## src/rtl/div_clk_monitor_pkg.sv

```systemverilog
// Shared types for the divided-clock monitor: per-channel FSM states and the
// lock-run counter width.
package div_mon_pkg;

  typedef enum logic [1:0] {IDLE, FIRST, TRACK} state_e;

  localparam int MATCH_W = 4;

  // Saturating increment used by the match-run counter.
  function automatic logic [MATCH_W-1:0] sat_inc(input logic [MATCH_W-1:0] v,
                                                  input logic [MATCH_W-1:0] lim);
    return (v >= lim) ? lim : v + MATCH_W'(1);
  endfunction

endpackage

```

## src/rtl/div_clk_monitor_if.sv

```systemverilog
// Bundle of divided-clock inputs and per-channel monitor results.
interface div_clk_monitor_if #(
  parameter int N_CH  = 2,
  parameter int CNT_W = 8
);
  logic [N_CH-1:0]       div_in;
  logic [N_CH-1:0]       rise_pulse;
  logic [N_CH-1:0]       fall_pulse;
  logic [N_CH*CNT_W-1:0] period;
  logic [N_CH-1:0]       period_valid;
  logic [N_CH-1:0]       locked;
  logic [N_CH-1:0]       timeout;

  modport master (
    output div_in,
    input  rise_pulse, fall_pulse, period, period_valid, locked, timeout
  );

  modport slave (
    input  div_in,
    output rise_pulse, fall_pulse, period, period_valid, locked, timeout
  );
endinterface

```

## src/rtl/div_clk_monitor_chan.sv

```systemverilog
// One monitored channel: edge strobes, period measurement, lock tracking and
// sticky timeout, all in the source clock domain.
module div_chan_monitor
  import div_mon_pkg::*;
#(
  parameter int CNT_W      = 8,
  parameter int LOCK_COUNT = 4
) (
  input  logic             clk,
  input  logic             rst,
  input  logic             div_in,
  output logic             rise_pulse,
  output logic             fall_pulse,
  output logic [CNT_W-1:0] period,
  output logic             period_valid,
  output logic             locked,
  output logic             timeout
);

  localparam logic [CNT_W-1:0]   CNT_MAX  = '1;
  localparam logic [MATCH_W-1:0] LOCK_LIM = MATCH_W'(LOCK_COUNT);

  state_e             state, state_n;
  logic               div_q;
  logic               rise, fall;
  logic [CNT_W-1:0]   cnt, cnt_n, period_n;
  logic [MATCH_W-1:0] match_cnt, match_n;
  logic               pv_n, locked_n, timeout_n;

  assign rise = div_in & ~div_q;
  assign fall = ~div_in & div_q;

  always_comb begin
    state_n   = state;
    cnt_n     = cnt;
    period_n  = period;
    match_n   = match_cnt;
    pv_n      = 1'b0;
    timeout_n = timeout;
    // Lock follows a completed match run by one cycle; clears below win.
    locked_n  = locked | (match_cnt == LOCK_LIM);
    unique case (state)
      IDLE: begin
        if (rise) begin
          state_n = FIRST;
          cnt_n   = CNT_W'(1);
        end
      end
      FIRST, TRACK: begin
        if (rise) begin
          // A rise on the terminal count is still a valid period.
          period_n = cnt;
          pv_n     = 1'b1;
          cnt_n    = CNT_W'(1);
          state_n  = TRACK;
          if (state == FIRST) begin
            match_n = '0;
          end else if (cnt == period) begin
            match_n = sat_inc(match_cnt, LOCK_LIM);
          end else begin
            match_n  = '0;
            locked_n = 1'b0;
          end
        end else if (cnt == CNT_MAX) begin
          state_n   = IDLE;
          cnt_n     = '0;
          match_n   = '0;
          locked_n  = 1'b0;
          timeout_n = 1'b1;
        end else begin
          cnt_n = cnt + CNT_W'(1);
        end
      end
      default: begin
        state_n = IDLE;
        cnt_n   = '0;
      end
    endcase
  end

  always_ff @(posedge clk) begin
    if (rst) begin
      // Track the input through reset so release does not fake an edge.
      div_q        <= div_in;
      state        <= IDLE;
      cnt          <= '0;
      period       <= '0;
      match_cnt    <= '0;
      rise_pulse   <= 1'b0;
      fall_pulse   <= 1'b0;
      period_valid <= 1'b0;
      locked       <= 1'b0;
      timeout      <= 1'b0;
    end else begin
      div_q        <= div_in;
      state        <= state_n;
      cnt          <= cnt_n;
      period       <= period_n;
      match_cnt    <= match_n;
      rise_pulse   <= rise;
      fall_pulse   <= fall;
      period_valid <= pv_n;
      locked       <= locked_n;
      timeout      <= timeout_n;
    end
  end

endmodule

```

## src/rtl/div_clk_monitor.sv

```systemverilog
// Multi-channel divided-clock monitor: an array of independent channel
// monitors whose period registers are packed onto one output bus.
module div_clk_monitor
  import div_mon_pkg::*;
#(
  parameter int N_CH       = 2,
  parameter int CNT_W      = 8,
  parameter int LOCK_COUNT = 4
) (
  input logic               clk,
  input logic               rst,
  div_clk_monitor_if.slave  bus
);

  logic [N_CH-1:0]            rise_v, fall_v, pv_v, locked_v, timeout_v;
  logic [N_CH-1:0][CNT_W-1:0] period_ch;

  for (genvar i = 0; i < N_CH; i++) begin : g_ch
    div_chan_monitor #(
      .CNT_W      (CNT_W),
      .LOCK_COUNT (LOCK_COUNT)
    ) u_chan (
      .clk          (clk),
      .rst          (rst),
      .div_in       (bus.div_in[i]),
      .rise_pulse   (rise_v[i]),
      .fall_pulse   (fall_v[i]),
      .period       (period_ch[i]),
      .period_valid (pv_v[i]),
      .locked       (locked_v[i]),
      .timeout      (timeout_v[i])
    );
  end

  // Packed layout puts channel i at [i*CNT_W +: CNT_W].
  assign bus.period       = period_ch;
  assign bus.rise_pulse   = rise_v;
  assign bus.fall_pulse   = fall_v;
  assign bus.period_valid = pv_v;
  assign bus.locked       = locked_v;
  assign bus.timeout      = timeout_v;

endmodule

```

## src/flat_wrapper.sv

```systemverilog
// flat-port wrapper written by rule: the top's interface ports become plain ports
module div_clk_monitor_flat import div_mon_pkg::*;
#(
  parameter int N_CH       = 2,
  parameter int CNT_W      = 8,
  parameter int LOCK_COUNT = 4
)
  (clk, rst, bus_div_in, bus_rise_pulse, bus_fall_pulse, bus_period, bus_period_valid, bus_locked, bus_timeout);
  div_clk_monitor_if #(.N_CH(N_CH), .CNT_W(CNT_W)) bus_i ();
  input logic clk;
  input logic rst;
  input wire logic [$bits(bus_i.div_in)-1:0] bus_div_in;
  output wire logic [$bits(bus_i.rise_pulse)-1:0] bus_rise_pulse;
  output wire logic [$bits(bus_i.fall_pulse)-1:0] bus_fall_pulse;
  output wire logic [$bits(bus_i.period)-1:0] bus_period;
  output wire logic [$bits(bus_i.period_valid)-1:0] bus_period_valid;
  output wire logic [$bits(bus_i.locked)-1:0] bus_locked;
  output wire logic [$bits(bus_i.timeout)-1:0] bus_timeout;
  assign bus_i.div_in = bus_div_in;
  assign bus_rise_pulse = bus_i.rise_pulse;
  assign bus_fall_pulse = bus_i.fall_pulse;
  assign bus_period = bus_i.period;
  assign bus_period_valid = bus_i.period_valid;
  assign bus_locked = bus_i.locked;
  assign bus_timeout = bus_i.timeout;
  div_clk_monitor #(.N_CH(N_CH), .CNT_W(CNT_W), .LOCK_COUNT(LOCK_COUNT)) u_core (.clk(clk), .rst(rst), .bus(bus_i));
endmodule
```

## config.mk

```make
export PLATFORM = sky130hd
export DESIGN_NAME = div_clk_monitor_flat
export DESIGN_NICKNAME = d
export VERILOG_FILES = /design/src/rtl/div_clk_monitor_pkg.sv /design/src/rtl/div_clk_monitor_if.sv /design/src/rtl/div_clk_monitor_chan.sv /design/src/rtl/div_clk_monitor.sv /design/src/flat_wrapper.sv
export SDC_FILE = /design/constraint.sdc
export NUM_CORES = 1
export LEC_CHECK = 0
export BUFFER_PORTS_ARGS = -buffer_cell sky130_fd_sc_hd__buf_2
export CAP_MARGIN = 25
export CELL_PAD_IN_SITES_DETAIL_PLACEMENT = 0
export CELL_PAD_IN_SITES_GLOBAL_PLACEMENT = 1
export CORE_ASPECT_RATIO = 0.9
export CORE_MARGIN = 2
export CORE_UTILIZATION = 44
export CTS_BUF_LIST = sky130_fd_sc_hd__clkbuf_4 sky130_fd_sc_hd__clkbuf_8 sky130_fd_sc_hd__clkbuf_16
export DETAILED_ROUTE_END_ITERATION = 12
export GPL_TIMING_DRIVEN = 0
export PLACE_DENSITY_LB_ADDON = 0.15
export SLEW_MARGIN = 20
export SYNTH_ARGS = -nofsm -noshare
export SYNTH_HDL_FRONTEND = slang
export SYNTH_HIERARCHICAL = 1
export SYNTH_SLANG_ARGS = --single-unit
```

## constraint.sdc

```tcl
create_clock -name clk -period 2 [get_ports clk]
set_input_delay 0.2 -clock clk [delete_from_list [all_inputs] [get_ports clk]]
set_output_delay 0.2 -clock clk [all_outputs]
set_load 0.03 [all_outputs]
```

==> flow_metrics.env, run 1 <==
export IMPL_status="finished clean"
export IMPL_htree_num_levels=2
export IMPL_coreArea_mm2=0.00605
export IMPL_pre_cts_ws_ns=0.235
export IMPL_port_buffers=29
export IMPL_overflow=0
export IMPL_maxCapViolCount=0
export IMPL_setup_tns_final_ns=0
export IMPL_hpwl_mm=4.19
export IMPL_worst_slew_pin_slew_ns=0.609
export IMPL_stdcell_area_mm2=0.00306
export IMPL_routed_wl_mm=5.67
export IMPL_die_x_um=87.0
export IMPL_synth_main_ff_cell="dfxtp_1"
export IMPL_syn_nets=311
export IMPL_synth_fa_ha_area_share_pct=5.51
export IMPL_rsz0062_at_grt="no"
export IMPL_worstSkewPairLatency_ns=0.30
export IMPL_critPathRequiredTime_ns=2.19
export IMPL_holdPathEnd="u_core/g_ch[1].u_chan/div_q"
export IMPL_ys_seq_area_share_pct=41.1
export IMPL_rows=27
export IMPL_clkTransAtPathRegs_ns=0.09
export IMPL_synthTopCellsByArea="dfxtp_1 41%, xor2_1 6.4%, ha_1 5.5%, nor2_1 4.4%, mux2i_1 3.3%"
export IMPL_arrival_ns=1.96
export IMPL_final_nets=347
export IMPL_wl_per_cell_um=14.1
export IMPL_peakVddDrop_mv=0.345
export IMPL_r2r_cells=6
export IMPL_path_cells="inv_1 -> ha_1 -> nand3b_1 -> nor3_1 -> nand3_2 -> o41ai_1"
export IMPL_hold_viol_final=0
export IMPL_syn_to_final_growth_pct=12.2
export IMPL_diodes=0
export IMPL_r2r_end="u_core/g_ch[1].u_chan/match_cnt[1]"
export IMPL_yosysWarnings=6
export IMPL_muxShareOfSynthArea_pct=3.31
export IMPL_yosys_area_top_type_share_pct=41.1
export IMPL_cts_tree="built"
export IMPL_postCtsSetupRepairBufs=0
export IMPL_startpoint_type="flip-flop"
export IMPL_synth_avg_cell_area_um2=9.24
export IMPL_synth_xor_area_share_pct=9.00
export IMPL_drc=0
export IMPL_crit_path_max_incr_delay_ns=0.38
export IMPL_criticalPathCategory="reg2reg"
export IMPL_yosys_area_share_simple_pct=20.5
export IMPL_gp_congestion=0.807
export IMPL_p_per_area_mw_per_mm2=655
export IMPL_crit_slowest_cell="dfxtp_1"
export IMPL_r2r_start="u_core/g_ch[1].u_chan/state[0]"
export IMPL_grt_pass1_wl_mm=9.63
export IMPL_yosysUniqueCellTypes=57
export IMPL_synth_most_common_cell="dfxtp_1"
export IMPL_max_slew_margin_pct=59.3
export IMPL_cts_root_buf="clkbuf_8"
export IMPL_vias=2126
export IMPL_first_iter_violations=128
export IMPL_drive_above_1_share_pct=18.4
export IMPL_cts_buffers=5
export IMPL_setup_viol=0
export IMPL_synth_top_family_by_area="simple AND/OR/NAND/NOR gates"
export IMPL_cts_resized=0
export IMPL_min_period_over_period_pct=88.7
export IMPL_grt_pass1_vias=1937
export IMPL_synth_top_cell_by_area="dfxtp_1"
export IMPL_min_delay_start="bus_div_in[1]"
export IMPL_async_flop_share_pct=0
export IMPL_grtUsageTotal_pct=17.5
export IMPL_crit_path_end_kind="flip-flop"
export IMPL_dieArea_mm2=0.00684
export IMPL_holdBufCountCts=0
export IMPL_clkSinkCount=56
export IMPL_cp_max_fo=5
export IMPL_clk_path_buf_depth=2
export IMPL_syn_area_mm2=0.00273
export IMPL_fin_skew_ns=0.00700
export IMPL_synthTopCellsByCount="56 x dfxtp_1, 32 x nor2_1, 23 x nand2_1"
export IMPL_grt_max_degree=16
export IMPL_drtAntennaViolNets=0
export IMPL_whs_path_depth=1
export IMPL_fmax_ghz=0.564
export IMPL_synth_compound_area_share_pct=15.1
export IMPL_drt_pass1_iterations=4
export IMPL_viasPerCell=5.28
export IMPL_synth_seq_cells=56
export IMPL_io_pins=30
export IMPL_placedInstanceArea_mm2=0.00296
export IMPL_die_h_um=78.7
export IMPL_final_util_pct=50.5
export IMPL_power_leakage_nw=1.36
export IMPL_fin_crit_ns=1.77
export IMPL_finalWorstSetupSlack_ns=0.225
export IMPL_hp_class="in2reg"
export IMPL_initial_core_util_pct=45.1
export IMPL_synth_edf_count=0
export IMPL_synthCells=295
export IMPL_r2r_slack_ns=0.23
export IMPL_antenna_found_initial=0
export IMPL_maxSlewViolCount=0
## flip-flops by register name, summed over array words and instances (netlist names)
| register | cells |
|---|---|
| u_core/g_ch.u_chan/div_q | 2 |
| u_core/g_ch.u_chan/locked | 2 |
| u_core/g_ch.u_chan/state | 4 |
| u_core/g_ch.u_chan/timeout | 2 |
| u_core/g_ch.u_chan/period_valid | 2 |
| u_core/g_ch.u_chan/cnt | 16 |
| u_core/g_ch.u_chan/match_cnt | 8 |
| u_core/g_ch.u_chan/rise_pulse | 2 |
| u_core/g_ch.u_chan/period | 16 |
| u_core/g_ch.u_chan/fall_pulse | 2 |
## cell usage in the layout, fill, tap and decap left out, drive strengths merged, types with 4 or more instances in the layout
cell,Yosys,routed
dfxtp,56,56
buf,8,37
nor2,33,33
nand2,24,24
inv,20,20
xor2,20,20
a21oi,16,16
clkbuf,7,14
ha,12,12
mux2i,9,9
xnor2,8,8
a31oi,7,7
a211oi,7,7
nor3,6,6
and2,5,5
nand2b,5,5
o2111ai,4,4
o21ai,4,4
nand3,4,4
nor4,4,4
## final cells by class
| class | count | area (um^2) |
|---|---|---|
| Buffer | 15 | 73.8 |
| Clock buffer | 7 | 96.3 |
| Fill cell | 585 | 2990 |
| Inverter | 20 | 75.1 |
| Multi-Input combinational cell | 204 | 1460 |
| Sequential cell | 56 | 1120 |
| Tap cell | 72 | 90.1 |
| Timing Repair Buffer | 29 | 145 |
## per-layer routing
| metal | routed length [um] | track usage [%] |
|---|---|---|
| met1 | 3090 | 27.6 |
| met2 | 2280 | 24.2 |
| met3 | 276 | 3.79 |
| met4 | 25 | 3.28 |
| met5 | 0 | 0 |
## how the worst max path moves through the flow
stage                                        start                            endpoint  slack, ns  depth (start not counted)
global placement    u_core/g_ch[1].u_chan/state[0]        u_core/g_ch[1].u_chan/cnt[0]       0.27                          7
global route        u_core/g_ch[1].u_chan/state[0]     u_core/g_ch[1].u_chan/period[1]       0.02                          6
finish              u_core/g_ch[1].u_chan/state[0]  u_core/g_ch[1].u_chan/match_cnt[1]       0.23                          6
CTS                 u_core/g_ch[1].u_chan/state[0]     u_core/g_ch[1].u_chan/period[4]       0.20                          6
floorplan           u_core/g_ch[1].u_chan/state[0]        u_core/g_ch[1].u_chan/cnt[0]       0.46                          7
detailed placement  u_core/g_ch[1].u_chan/state[0]     u_core/g_ch[1].u_chan/period[4]       0.23                          6
## metrics by stage
stage,power [mW],cells,hold slack [ns]
2_1_floorplan,1.32,295,0.228
3_3_place_gp,1.37,396,0.355
3_5_place_dp,1.37,396,0.364
4_1_cts,2.03,403,0.0427
5_1_grt,2.10,403,0.0389
6_report,2.00,403,0.0574
## report_power, final
part	switching (mW)	internal, mW	leakage, nW	total, mW
Combinational	0.132	0.0650	0.858	0.197
Sequential	0.0174	1.13	0.453	1.15
Clock	0.346	0.310	0.0503	0.656
## worst max-delay path, delay by kind of cell (launching register included)
family                     cells  cell delay [ns]
and+or+nand+nor                3             0.61
DFF                            1             0.38
adders and majority gates      1             0.32
AOI/OAI and AO/OA              1             0.28
buffers and inverters          1             0.07
## cells by family (layout without fill, tap and decap cells)
| group | count (synthesis) | in the layout |
|---|---|---|
| mux | 9 | 9 |
| xor+xnor | 28 | 28 |
| compound gates | 56 | 56 |
| fa+ha+maj | 12 | 12 |
| simple gates | 99 | 99 |
| flops | 56 | 56 |
| buf+inv | 35 | 71 |
Note: power is estimated with default switching activity, not from simulation.
==> run 2, diff against run 1 <==
CORE_UTILIZATION = 45   (was 44)
SLEW_MARGIN = not set   (was 20)
clock period = 2.2 ns   (was 2 ns; I/O delays follow)
==> flow_metrics.env, run 2 (same netlist as run 1, synthesis figures left out) <==
export IMPL_port_buffers=29
export IMPL_antenna_found_initial=0
export IMPL_wl_per_cell_um=13.8
export IMPL_critPathRequiredTime_ns=2.43
export IMPL_startpoint_type="flip-flop"
export IMPL_cts_buffers=5
export IMPL_power_leakage_nw=1.36
export IMPL_fin_skew_ns=0.00324
export IMPL_clkSinkCount=56
export IMPL_arrival_ns=2.00
export IMPL_maxCapViolCount=0
export IMPL_status="finished clean"
export IMPL_cp_max_fo=10
export IMPL_max_slew_margin_pct=56.4
export IMPL_crit_path_end_kind="flip-flop"
export IMPL_p_per_area_mw_per_mm2=596
export IMPL_grtUsageTotal_pct=17.5
export IMPL_criticalPathCategory="reg2reg"
export IMPL_fin_crit_ns=1.77
export IMPL_drive_above_1_share_pct=18.7
export IMPL_path_cells="inv_1 -> ha_1 -> nand3b_1 -> clkbuf_1 -> nand2_1 -> a21oi_1"
export IMPL_die_h_um=77.8
export IMPL_hold_viol_final=0
export IMPL_layout_common_cells="56 x dfxtp_1, 34 x buf_2, 32 x nor2_1"
export IMPL_coreArea_mm2=0.00576
export IMPL_cts_resized=0
export IMPL_viasPerCell=5.16
export IMPL_p_total_mw=1.82
export IMPL_clk_path_buf_depth=2
export IMPL_cts_tree="built"
export IMPL_drt_pass1_iterations=4
export IMPL_first_iter_violations=86
export IMPL_rows=26
export IMPL_rsz0062_at_grt="no"
export IMPL_vias=2073
export IMPL_diodes=0
export IMPL_maxSlewViolCount=0
export IMPL_syn_to_final_growth_pct=12.1
export IMPL_holdWs_ns=0.0695
export IMPL_hp_class="in2reg"
export IMPL_final_util_pct=53.1
export IMPL_io_pins=30
export IMPL_n_fill_cell=555
export IMPL_worstSkewPairLatency_ns=0.30
export IMPL_setup_viol=0
export IMPL_dieArea_mm2=0.00670
export IMPL_overflow=0
export IMPL_crit_slowest_cell="clkbuf_1"
export IMPL_largestRegisters="u_core/g_ch.u_chan/cnt: 16 flops, u_core/g_ch.u_chan/period: 16 flops, u_core/g_ch.u_chan/match_cnt: 8 flops"
export IMPL_grt_max_degree=16
export IMPL_gp_congestion=0.769
export IMPL_fmax_ghz=0.566
export IMPL_holdBufCountCts=0
export IMPL_cts_root_buf="clkbuf_8"
export IMPL_stdcell_area_mm2=0.00306
export IMPL_die_x_um=86.0
export IMPL_drc=0
export IMPL_final_nets=347
export IMPL_htree_num_levels=2
export IMPL_hpwl_mm=4.06
export IMPL_peakVddDrop_mv=0.360
export IMPL_crit_path_max_incr_delay_ns=0.46
export IMPL_routed_wl_mm=5.56
export IMPL_grt_pass1_vias=1930
export IMPL_postCtsSetupRepairBufs=0
export IMPL_mostFrequentLayoutCell="dfxtp_1"
export IMPL_clkTransAtPathRegs_ns=0.09
export IMPL_min_period_over_period_pct=80.3
export IMPL_setup_tns_final_ns=0
export IMPL_placedInstanceArea_mm2=0.00296
export IMPL_initial_core_util_pct=47.3
export IMPL_drtAntennaViolNets=0
export IMPL_grt_pass1_wl_mm=9.40
export IMPL_worst_slew_pin_slew_ns=0.652
[run 2: worst paths after layout]
kind / from / end / slack, ns / cells past startpoint
hold reg to reg: u_core/g_ch[1].u_chan/timeout / u_core/g_ch[1].u_chan/timeout / 0.47 / 2
setup / recovery: u_core/g_ch[1].u_chan/state[0] / u_core/g_ch[1].u_chan/period[0] / 0.43 / 6
hold / removal: bus_div_in[1] / u_core/g_ch[1].u_chan/div_q / 0.07 / 1
setup reg to reg: u_core/g_ch[1].u_chan/state[0] / u_core/g_ch[1].u_chan/period[0] / 0.43 / 6
[run 2: routing by layer]
metal | share of wire (%) | wire [um] | up-vias | global-route usage (%)
li1 | - | - | 1089 | -
met5 | 0 | 0 | - | 0
met1 | 55 | 3080 | 947 | 27.9
met4 | 0.49 | 27 | 0 | 4.92
met3 | 4.5 | 248 | 2 | 3.72
met2 | 40 | 2210 | 35 | 23.1
[run 2: worst max-delay path, delay by kind of cell, from the launching register on]
kind / cells / cell delay [ns]
buffers and inverters: 2 / 0.53
DFF: 1 / 0.38
adders and majority gates: 1 / 0.33
and+or+nand+nor: 2 / 0.31
AOI/OAI and AO/OA: 1 / 0.15
[run 2: final cells by class]
cell class	count	area, um^2	area share, %
multi-input combinational	204	1460	47.6
sequential	56	1120	36.7
timing repair buffer	29	145	4.75
clock buffer	8	97.6	3.19
tap	70	87.6	2.87
inverter	20	75.1	2.46
buffer	15	73.8	2.42
[run 2: metrics by stage]
step	worst slack (ns)	instances
after floorplan	0.658	295
after global placement	0.482	394
after detailed placement	0.432	394
after CTS	0.411	402
after global routing	0.261	402
final	0.434	402
[run 2: power breakdown]
group | switching (mW) | internal, mW | total (mW)
logic | 0.119 | 0.0592 | 0.178
registers | 0.0161 | 1.03 | 1.05
clock network | 0.315 | 0.282 | 0.597
==> run 3, diff against run 2 <==
CORE_UTILIZATION = 44   (was 45)
clock period = 1.7 ns   (was 2.2 ns; I/O delays follow)
==> flow_metrics.env, run 3 (same netlist as run 1, synthesis figures left out) <==
export IMPL_port_buffers=29
export IMPL_worst_slew_pin_slew_ns=0.577
export IMPL_largestRegisters="u_core/g_ch.u_chan/cnt: 16 flops, u_core/g_ch.u_chan/period: 16 flops, u_core/g_ch.u_chan/match_cnt: 8 flops"
export IMPL_worstSkewPairLatency_ns=0.30
export IMPL_first_iter_violations=100
export IMPL_final_nets=350
export IMPL_final_util_pct=52.2
export IMPL_cts_tree="built"
export IMPL_fin_skew_ns=0.00522
export IMPL_min_period_over_period_pct=97.2
export IMPL_rows=27
export IMPL_whs_path_depth=1
export IMPL_routed_top_layer="met4"
export IMPL_routed_wl_mm=5.75
export IMPL_drc=0
export IMPL_diodes=0
export IMPL_gp_congestion=0.807
export IMPL_p_per_area_mw_per_mm2=755
export IMPL_syn_to_final_growth_pct=15.8
export IMPL_die_h_um=78.7
export IMPL_placed_cells=396
export IMPL_r2r_end="u_core/g_ch[0].u_chan/match_cnt[2]"
export IMPL_coreArea_mm2=0.00605
export IMPL_clk_path_buf_depth=2
export IMPL_cts_root_buf="clkbuf_8"
export IMPL_holdPathEnd="u_core/g_ch[1].u_chan/div_q"
export IMPL_n_fill_cell=583
export IMPL_maxCapViolCount=0
export IMPL_max_slew_margin_pct=61.5
export IMPL_cp_num_buf_inv=2
export IMPL_intPower_mw=1.79
export IMPL_pre_cts_ws_ns=-0.0653
export IMPL_r2r_cells=7
export IMPL_power_switching_uw=591
export IMPL_path_cells="inv_1 -> ha_1 -> clkbuf_4 -> nand2b_1 -> nor3_2 -> o2111ai_1 -> a21bo_2"
export IMPL_holdWs_ns=0.0250
export IMPL_peakVddDrop_mv=0.407
export IMPL_crit_family="flip-flops"
export IMPL_hp_class="in2reg"
export IMPL_cts_buffers=5
export IMPL_drtAntennaViolNets=0
export IMPL_viasPerCell=5.22
export IMPL_cp_max_fo=10
export IMPL_crit_path_max_incr_delay_ns=0.37
export IMPL_startpoint_type="flip-flop"
export IMPL_multiInputGateArea_mm2=0.00152
export IMPL_finalWorstSetupSlack_ns=0.0480
export IMPL_clkPwrFrac_pct=32.3
export IMPL_power_leakage_nw=1.40
export IMPL_vias=2119
export IMPL_drive_above_1_share_pct=24.3
export IMPL_critPathRequiredTime_ns=1.95
export IMPL_crit_path_end_kind="flip-flop"
export IMPL_clkTransAtPathRegs_ns=0.10
export IMPL_power_frac_seq_pct=56.9
export IMPL_drt_pass1_iterations=4
export IMPL_maxSlewViolCount=0
export IMPL_dr_wl_met3_um=248
export IMPL_layout_common_cells="51 x dfxtp_1, 33 x buf_2, 31 x nor2_1"
export IMPL_arrival_ns=1.90
export IMPL_min_delay_start="bus_div_in[1]"
export IMPL_final_cells=406
export IMPL_fmax_ghz=0.605
export IMPL_stdcell_area_mm2=0.00316
export IMPL_grt_pass1_vias=1947
export IMPL_overflow=0
export IMPL_switching_share_pct=24.8
export IMPL_htree_num_levels=2
export IMPL_setup_tns_final_ns=0
export IMPL_initial_core_util_pct=45.1
export IMPL_p_total_mw=2.38
export IMPL_dieArea_mm2=0.00684
export IMPL_grtUsageTotal_pct=17.6
export IMPL_placedInstanceArea_mm2=0.00296
export IMPL_wl_met2_mm=2.32
export IMPL_die_x_um=87.0
export IMPL_m1WireLength_mm=3.15
export IMPL_crit_slowest_cell="dfxtp_1"
export IMPL_grt_pass1_wl_mm=9.67
export IMPL_setup_viol=0
export IMPL_seq_area_mm2=0.00113
export IMPL_hold_viol_final=0
export IMPL_status="finished clean"
export IMPL_fin_crit_ns=1.65
export IMPL_wl_per_cell_um=14.2
export IMPL_criticalPathCategory="reg2reg"
export IMPL_comb_power_share_pct=10.8
export IMPL_r2r_slack_ns=0.05
export IMPL_io_pins=30
export IMPL_mostFrequentLayoutCell="dfxtp_1"
export IMPL_r2r_start="u_core/g_ch[0].u_chan/state[1]"
export IMPL_grt_max_degree=16
export IMPL_antenna_found_initial=0
export IMPL_hpwl_mm=4.19
export IMPL_clkSinkCount=56
export IMPL_holdBufCountCts=0
-- run 3: changes by cell type in the layout (fill, tap and decap cells not counted), sizes merged --
cell	change
buf	+3
clkbuf	-1
-- run 3: worst max-delay path by stage --
stage                              startpoint                            endpoint  cells after the start
6_report       u_core/g_ch[0].u_chan/state[1]  u_core/g_ch[0].u_chan/match_cnt[2]                      7
5_1_grt        u_core/g_ch[0].u_chan/state[1]  u_core/g_ch[0].u_chan/match_cnt[2]                      7
4_1_cts        u_core/g_ch[1].u_chan/state[0]  u_core/g_ch[1].u_chan/match_cnt[1]                      6
3_5_place_dp   u_core/g_ch[1].u_chan/state[0]     u_core/g_ch[1].u_chan/period[4]                      6
3_3_place_gp   u_core/g_ch[1].u_chan/state[0]        u_core/g_ch[1].u_chan/cnt[0]                      7
2_1_floorplan  u_core/g_ch[1].u_chan/state[0]        u_core/g_ch[1].u_chan/cnt[0]                      7
-- run 3: layer usage --
metal | track usage [%] | vias up
met5 | 0 | -
met4 | 3.28 | 0
met3 | 3.79 | 2
met2 | 24.7 | 36
met1 | 27.5 | 988
li1 | - | 1093
-- run 3: area by class of cell --
cell class | count | area share, %
inverter | 20 | 2.38
clock buffer | 7 | 3.05
buffer | 14 | 2.42
multi-input combinational | 204 | 48.0
tap | 72 | 2.85
timing repair buffer | 33 | 5.55
sequential | 56 | 35.7
-- run 3: power by group through the flow --
stage               Clock, mW  Combinational (mW)  Sequential, mW
floorplan                   0               0.160            1.39
global placement            0               0.231            1.38
detailed placement          0               0.231            1.38
CTS                     0.808               0.238            1.35
global route            0.857               0.284            1.36
finish                  0.770               0.258            1.36
-- run 3: repair_timing --
action                                  in CTS  in global routing
cloned                                       0                  0
endpoints found under the hold margin        0                  0
setup buffers                                0                  4
endpoints found under the setup margin      16                 29
resized for setup                            6                 14
pin swaps                                    0                  4
